[src/rtl/rej_sampler.sv]
// -----------------------------------------------------------------------------
// rej_sampler
//
// Kyber uniform rejection sampler (Parse). It takes the SHAKE128 squeeze
// stream from keccak as 64-bit words and stores the bytes in a 16-byte FIFO.
// On each SAMPLE cycle with at least three buffered bytes, it pops one 3-byte
// group and splits it into two 12-bit candidates:
//     d1 = {b1[3:0], b0}
//     d2 = {b2, b1[7:4]}
// A candidate is kept when it is below Q. Kept candidates go to the
// polynomial RAM, up to two per cycle, until N_COEF coefficients exist.
//
// Ports
//   i_clk           clock
//   i_rst           synchronous reset, active-high
//   i_start         pulse: begin a new polynomial (flush buffer, clear counter)
//   i_obytes        squeeze word; stream byte k = i_obytes[8k+7:8k]
//   i_obytes_valid  word valid
//   o_in_ready      word accepted when i_obytes_valid & o_in_ready
//   o_coef0         lane-0 coefficient, written at o_coef_addr
//   o_coef1         lane-1 coefficient, written at o_coef_addr+1
//   o_coef_wr_en    per-lane write enable (2'b10 never occurs)
//   o_coef_addr     RAM address of lane 0
//   o_done          one-cycle pulse after the final coefficient write
//   o_rej_cnt       (REJ_SAMPLER_STAT_EN only) rejected candidates since
//                   i_start, saturating at 1023
//
// Build option: define REJ_SAMPLER_STAT_EN to add the o_rej_cnt statistic.
// -----------------------------------------------------------------------------
module rej_sampler #(
    parameter int BW_DATA = 64,
    parameter int BW_COEF = 12,
    parameter int Q       = 3329,
    parameter int N_COEF  = 256
) (
    input  logic               i_clk,
    input  logic               i_rst,
    input  logic               i_start,
    input  logic [BW_DATA-1:0] i_obytes,
    input  logic               i_obytes_valid,
    output logic               o_in_ready,
    output logic [BW_COEF-1:0] o_coef0,
    output logic [BW_COEF-1:0] o_coef1,
    output logic [1:0]         o_coef_wr_en,
    output logic [7:0]         o_coef_addr,
`ifdef REJ_SAMPLER_STAT_EN
    output logic [9:0]         o_rej_cnt,
`endif
    output logic               o_done
);

    localparam int WORD_BYTES = BW_DATA / 8;
    localparam int BUF_BYTES  = 2 * WORD_BYTES;
    localparam logic [BW_COEF-1:0] Q_C      = BW_COEF'(Q);
    localparam logic [8:0]         LAST_IDX = 9'(N_COEF - 1);
    localparam logic [8:0]         FULL_CNT = 9'(N_COEF);

    typedef enum logic [1:0] {ST_IDLE, ST_SAMPLE, ST_DONE} state_t;

    state_t             state_reg;
    logic [7:0]         buf_reg  [BUF_BYTES];
    logic [7:0]         buf_next [BUF_BYTES];
    logic [7:0]         in_bytes [WORD_BYTES];
    logic [4:0]         count_reg, count_next, base;
    logic [8:0]         coef_cnt_reg, coef_cnt_next;
    logic               pop, accept, last_slot;
    logic [BW_COEF-1:0] d1, d2;
    logic               a1, a2;
    logic [1:0]         wr_next, n_wr;
    logic [BW_COEF-1:0] c0_next, c1_next;
    logic [BW_COEF-1:0] coef0_reg, coef1_reg;
    logic [1:0]         wr_en_reg;
    logic [7:0]         addr_reg;
    logic               done_reg;

    assign o_in_ready = (state_reg == ST_SAMPLE) && (count_reg <= 5'd8);
    // The word presented while i_start is high belongs to the old request.
    assign accept     = i_obytes_valid && o_in_ready && !i_start;
    assign pop        = (state_reg == ST_SAMPLE) && (count_reg >= 5'd3);
    // After the pop, this is where the incoming word lands in the FIFO.
    assign base       = pop ? (count_reg - 5'd3) : count_reg;
    assign count_next = base + (accept ? 5'd8 : 5'd0);

    generate
        for (genvar gi = 0; gi < WORD_BYTES; gi++) begin : g_in_bytes
            assign in_bytes[gi] = i_obytes[8*gi +: 8];
        end

        // Each FIFO slot keeps its byte, takes the byte three places up on a
        // pop, or takes a byte from the incoming word behind the survivors.
        for (genvar gi = 0; gi < BUF_BYTES; gi++) begin : g_buf
            logic [7:0] kept;
            logic [4:0] rel;
            if (gi + 3 < BUF_BYTES) begin : g_shift
                assign kept = pop ? buf_reg[gi+3] : buf_reg[gi];
            end else begin : g_top
                assign kept = pop ? 8'h00 : buf_reg[gi];
            end
            // When gi < base, rel wraps to a large value, so rel < 8 alone
            // selects the eight slots that receive the new word.
            assign rel          = 5'(gi) - base;
            assign buf_next[gi] = (accept && (rel < 5'd8)) ? in_bytes[rel[2:0]] : kept;
        end
    endgenerate

    assign d1        = {buf_reg[1][3:0], buf_reg[0]};
    assign d2        = {buf_reg[2], buf_reg[1][7:4]};
    assign a1        = d1 < Q_C;
    assign a2        = d2 < Q_C;
    assign last_slot = (coef_cnt_reg == LAST_IDX);

    // Pack the accepted candidates onto the lanes, starting at lane 0.
    always_comb begin
        wr_next = 2'b00;
        n_wr    = 2'd0;
        c0_next = d1;
        c1_next = d2;
        if (pop) begin
            case ({a1, a2})
                2'b11: begin
                    // Only one slot is left, so d2 is dropped.
                    wr_next = last_slot ? 2'b01 : 2'b11;
                    n_wr    = last_slot ? 2'd1 : 2'd2;
                end
                2'b10: begin
                    wr_next = 2'b01;
                    n_wr    = 2'd1;
                end
                2'b01: begin
                    wr_next = 2'b01;
                    n_wr    = 2'd1;
                    c0_next = d2;
                end
                default: ;
            endcase
        end
    end

    assign coef_cnt_next = coef_cnt_reg + 9'(n_wr);

    always_ff @(posedge i_clk) begin
        if (i_rst) begin
            state_reg    <= ST_IDLE;
            count_reg    <= '0;
            coef_cnt_reg <= '0;
            coef0_reg    <= '0;
            coef1_reg    <= '0;
            wr_en_reg    <= 2'b00;
            addr_reg     <= '0;
            done_reg     <= 1'b0;
        end else if (i_start) begin
            state_reg    <= ST_SAMPLE;
            count_reg    <= '0;
            coef_cnt_reg <= '0;
            wr_en_reg    <= 2'b00;
            done_reg     <= 1'b0;
        end else begin
            wr_en_reg <= 2'b00;
            done_reg  <= 1'b0;
            case (state_reg)
                ST_SAMPLE: begin
                    for (int i = 0; i < BUF_BYTES; i++) begin
                        buf_reg[i] <= buf_next[i];
                    end
                    count_reg    <= count_next;
                    wr_en_reg    <= wr_next;
                    coef0_reg    <= c0_next;
                    coef1_reg    <= c1_next;
                    addr_reg     <= coef_cnt_reg[7:0];
                    coef_cnt_reg <= coef_cnt_next;
                    if (coef_cnt_next == FULL_CNT) begin
                        state_reg <= ST_DONE;
                        count_reg <= '0;   // leftover bytes are discarded
                    end
                end
                ST_DONE: begin
                    done_reg  <= 1'b1;
                    state_reg <= ST_IDLE;
                end
                default: state_reg <= ST_IDLE;
            endcase
        end
    end

    assign o_coef0      = coef0_reg;
    assign o_coef1      = coef1_reg;
    assign o_coef_wr_en = wr_en_reg;
    assign o_coef_addr  = addr_reg;
    assign o_done       = done_reg;

`ifdef REJ_SAMPLER_STAT_EN
    logic [1:0]  rej_inc;
    logic [10:0] rej_sum;
    logic [9:0]  rej_cnt_reg;

    // A d2 that is accepted but dropped at the last slot counts as rejected.
    always_comb begin
        rej_inc = 2'd0;
        if (pop) begin
            rej_inc = 2'({1'b0, ~a1}) + 2'({1'b0, ~a2}) + 2'({1'b0, a1 & a2 & last_slot});
        end
    end

    assign rej_sum = {1'b0, rej_cnt_reg} + 11'(rej_inc);

    always_ff @(posedge i_clk) begin
        if (i_rst || i_start) begin
            rej_cnt_reg <= '0;
        end else if (state_reg == ST_SAMPLE) begin
            rej_cnt_reg <= (rej_sum > 11'd1023) ? 10'd1023 : rej_sum[9:0];
        end
    end

    assign o_rej_cnt = rej_cnt_reg;
`endif

endmodule

[config.mk]
export PLATFORM = sky130hd
export DESIGN_NAME = rej_sampler
export DESIGN_NICKNAME = d
export VERILOG_FILES = /design/src/rtl/rej_sampler.sv
export SDC_FILE = /design/constraint.sdc
export NUM_CORES = 1
export LEC_CHECK = 0
export ABC_CLOCK_PERIOD_IN_PS = 5230
export BUFFER_PORTS_ARGS = -buffer_cell sky130_fd_sc_hd__clkbuf_2
export CORE_MARGIN = 2
export CORE_UTILIZATION = 35
export CTS_BUF_LIST = sky130_fd_sc_hd__clkbuf_2 sky130_fd_sc_hd__clkbuf_4 sky130_fd_sc_hd__clkbuf_8
export DETAILED_ROUTE_END_ITERATION = 10
export PLACE_DENSITY = 0.53
export SLEW_MARGIN = 20
export SYNTH_ARGS = -nofsm -noshare
export SYNTH_HDL_FRONTEND = slang
export SYNTH_SLANG_ARGS = --single-unit
[constraint.sdc]
create_clock -name i_clk -period 5.23 [get_ports i_clk]
set_input_delay 0.523 -clock i_clk [delete_from_list [all_inputs] [get_ports i_clk]]
set_output_delay 0.523 -clock i_clk [all_outputs]
set_load 0.02 [all_outputs]
; ---- After elaboration in Yosys (flattened, before gate mapping)
; Memories as Yosys holds them, arrays and structs flattened.
; Cells that the tools add are included.
[word_totals]
ff_bits = 51
ramBits = 128
input_bits = 68
out_inout_bits = 36
elab_cells = 216
n_memories = 1
[mem_list]
columns = name, depth, word_bits, read_ports, rd_ports_with_merged_regs, write_ports, line
row1 = buf_reg, 16, 8, 16, 0, 16, 61  ; logic [7:0] buf_reg [BUF_BYTES];
[classes]
add_sub_neg = 19
magnitude_cmp = 36
n_eq_ne = 8
n_mux = 98
bitwise = 19
n_reduce_logical = 26
[op_table]
columns = operator, count
row1 = $mux 8, 64
row2 = $bmux 8 s3, 16
row3 = $lt 5x4->1 const B, 16
row4 = $ge 4x4->1 const B, 16
row5 = $not 3->4, 16
row6 = $sub 4x5->5 const A, 8
row7 = $lt 12x12->1 const B, 2
row8 = $mux 12, 2
row9 = $logic_and 1x1->1, 20
row10 = $sub 3x5->5 const A, 4
row11 = $mux 5, 2
row12 = $sub 1x5->5 const A, 2
row13 = $sub 2x5->5 const A, 2
row14 = $add 9x2->9, 1
row15 = $eq 9x8->1 const B, 1
row16 = $eq 9x9->1 const B, 1
row17 = $mux 1, 8
row18 = $pmux 2 s2, 2
row19 = $eq 2x2->1 const B, 3
row20 = $mux 2, 3
row21 = $add 5x4->5, 1
row22 = $ge 5x2->1 const B, 1
row23 = $le 5x4->1 const B, 1
row24 = $sub 5x2->5 const B, 1
row25 = 9 further kinds, 13

; ---- Longest topological paths before layout
; An unclocked memory read counts as a cell.
[logic_depth]
ltp_word = 11
ltp_mapped = 17
ltp_nobuf = 15

; ---- Worst setup path after synthesis
; No wires, ideal clock.
[synth_timing]
path_type = register to register
from = register count_reg[0] (netlist name)
to = memory buf_reg[8][0], in the netlist buf_reg[1][0] (enable)
setup_ps = 375
arrival_ps = 4339
required_ps = 4855
path_slack_ps = 516
path_stages_with_launch = 17
path_buffers = 5
period_less_slack_ps = 4714
path_cell_list = dfxtp_1 -> clkbuf_1 -> inv_1 -> clkbuf_1 -> buf_1 -> ha_1 -> a211oi_1 -> nor2_4 -> inv_4 -> buf_4 -> ha_1 -> clkbuf_1 -> nand2_1 -> a211o_1 -> a31oi_1 -> o221ai_2 -> a21oi_1
[synth_lines]
columns = item, line
row1 = to (decl), 61

==> flow_summary.ini <==
[outcome]
status = completed

[yosys]
ys_top_cells_by_count = mux2i_1, edfxtp_1, mux2_2
yosysMostFrequentCell = mux2i_1
syn_inst = 1265
ys_async_sr_fraction_pct = 0
synth_area_per_cell_um2 = 10.54
yosysUniqueCellTypes = 70
synth_ff_type = edfxtp_1
syn_nets = 1353
yosysTopAreaCellShare_pct = 28.83
yosysTopAreaCell = edfxtp_1
synth_edf_count = 128
syn-cell-area_mm2 = 0.01333
yosysSeqAreaShare_pct = 36.49
yosysWarnings = 0
synth_seq_cells = 179
synth.area.top_cells = edfxtp_1, mux2i_1, mux2_2

[final_layout]
area_growth_pct = 9.761
layout-drive-gt1-share_pct = 25.17
fillCellCount = 3693
fin_util_pct = 38.94
fin_area_mm2 = 0.01463
largest_register_ffs = 128
fin_cells = 1816
fin_nets = 1378

[timing]
period_minus_slack_ns = 4.437
slew-limit-headroom_pct = 34.78
finClkSkew_ns = 0.02367
tns_ns = 0
layout_worst_path_cycle_share_pct = 84.84
worst_pin_slew_ns = 0.9783
setup_violations = 0
rsz0062_at_grt = false
hold_violations = 0
slew_viol_final = 0
fmax_mhz = 225.4

[cts]
hold_buffers = 0
h-tree-depth = 4
ctsRootBufferMaster = clkbuf_8
clk_latency_ns = 0.48
cts_resized = 0
cts_tree = done
clockBufferDepth = 2
clkTransAtPathRegs_ns = 0.11
clkSinkCount = 179
cts_setup_buffers = 0
numCtsBuffers = 17

[setup_path]
crit_slowest_cell = a21oi_1
endpoint_kind = register
cp-start-kind = register
reg2reg_to = buf_reg[1][4]$_DFFE_PP_
cpPeakStageDelay_ns = 0.66
crit_arrival_ns = 4.55
ff2ff_path_depth = 11
crit_chain = ha_1 > or4_4 > a21oi_2 > nor2_4 > inv_4 > ha_1 > nand2_1 > a211o_1 > a31oi_1 > o221ai_2 > a21oi_1
worst-setup-path-type = reg2reg
rrSetupSlack_ns = 0.79
r2r_start = count_reg[0]$_SDFFE_PP0N_
critical_path.most_common_cell = ha_1
path_max_fanout = 20
worstPathRequired_ns = 5.34

[floorplanning]
num_rows = 71
die_w_um = 199.2
fp.coreArea_mm2 = 0.03758
start_util_pct = 35.48
die-area_mm2 = 0.03967
ios = 104
die_h_um = 199.2

[placed_design]
dp_cells = 1782
gp_congestion = 0.9328
dpl_cell_area_mm2 = 0.01420
portBuffers = 103
hpwl_um = 32130

[global_route]
grt.overflow.total = 0
antenna_found_initial = 2
grt_pass1_vias = 10210
grt_first_pass_wirelength_um = 66030
grtUsageTotal_pct = 22.15
grt_max_degree = 98

[detailed_routing]
viasPerCell = 6.100
vias = 11080
wl_um = 43680
post-route-drc-count = 0
antenna_left = 0
drt_pass1_iterations = 5
wire_per_inst_um = 24.06
drtIter0Drc = 1008

[min_path]
hold_end = o_coef_wr_en[1]$_SDFF_PP0_
min_from = i_start
hp-class = in2reg
hold_depth = 2

[power_and_ir_drop]
max-vdd-ir-drop_uv = 169.1
p_leak_uw = 0.004766
power.total_uw = 3001
powerDensity_mw_per_mm2 = 205.1

[run]
maxCapViolations = 0
[worst max-delay path, delay by kind of cell (launching register included)]
family | cells | cell delay (ns)
AO/OA/AOI/OAI | 5 | 1.98
adder cells (fa/ha/maj) | 2 | 0.77
AND/OR/NAND/NOR | 3 | 0.69
flip-flops | 1 | 0.39
buffers and inverters | 1 | 0.26
[where the power goes]
part	internal, uW	switching [uW]
sequential	1510	7.70
combinational	160	296
clock	418	606
total	2090	910
[worst max path at each step]
stage / from / to / slack (ns) / cells past startpoint
3_5_place_dp: count_reg[0]$_SDFFE_PP0N_ / buf_reg[1][7]$_DFFE_PP_ / 0.82 / 11
3_3_place_gp: count_reg[0]$_SDFFE_PP0N_ / buf_reg[1][3]$_DFFE_PP_ / 0.94 / 11
4_1_cts: count_reg[0]$_SDFFE_PP0N_ / buf_reg[1][7]$_DFFE_PP_ / 0.80 / 11
5_1_grt: count_reg[0]$_SDFFE_PP0N_ / buf_reg[1][3]$_DFFE_PP_ / 0.61 / 11
6_report: count_reg[0]$_SDFFE_PP0N_ / buf_reg[1][4]$_DFFE_PP_ / 0.79 / 11
2_1_floorplan: count_reg[0]$_SDFFE_PP0N_ / buf_reg[1][0]$_DFFE_PP_ / 0.52 / 16
[area by class of cell]
cell class                 instances  area, um2  share of cell area [%]
tap                              511      639.4                   4.369
clock inverter                    15      197.7                   1.351
timing repair buffer             130      718.2                   4.908
multi-input combinational        949       7916                   54.10
sequential                       179       4868                   33.27
inverter                          13      53.80                  0.3677
clock buffer                      17      234.0                   1.599
antenna                            2      5.005                 0.03420
[logic make-up (layout without fill, tap and decap cells)]
| group | after synthesis | after routing | synth area share, % |
|---|---|---|---|
| other cells | 0 | 2 | 0 |
| fa+ha+maj | 20 | 20 | 1.933 |
| mux | 266 | 266 | 23.98 |
| buf+inv | 137 | 175 | 4.270 |
| flops | 179 | 179 | 36.49 |
| simple gates | 379 | 379 | 16.92 |
| compound gates | 257 | 257 | 14.46 |
| xor+xnor | 27 | 27 | 1.943 |
[routing by layer]
metal | share of wire, % | global-route usage (%)
met4 | 1.7 | 4.699
met3 | 6.8 | 2.987
met2 | 46 | 35.50
met1 | 45 | 31.78
met5 | 0 | 0
[cell usage in the layout, fill, tap and decap left out, drive strengths merged, types with 12 or more instances in the layout]
master and instances:
xnor2 13, xor2 14, nand4 36, nand2 78, o21ai 39, buf 27
mux2i 130, and4 17, a22oi 32, edfxtp 128, a311oi 12, mux4 32
nand3 58, mux2 104, inv 21, nor4bb 33, o221ai 65, clkbuf 120
o2111ai 34, dfxtp 51, a21oi 40, and2 35, nor2 38, ha 19
nor2b 42
[through the flow]
stage	hold WS, ns	setup slack (ns)
final	0.3430	0.7927
after CTS	0.3075	0.7998
after global placement	0.4422	0.9354
after global routing	0.3204	0.6059
after floorplan	0.4744	0.5158
after detailed placement	0.4474	0.8161
Power figures use the tool's default switching activity.
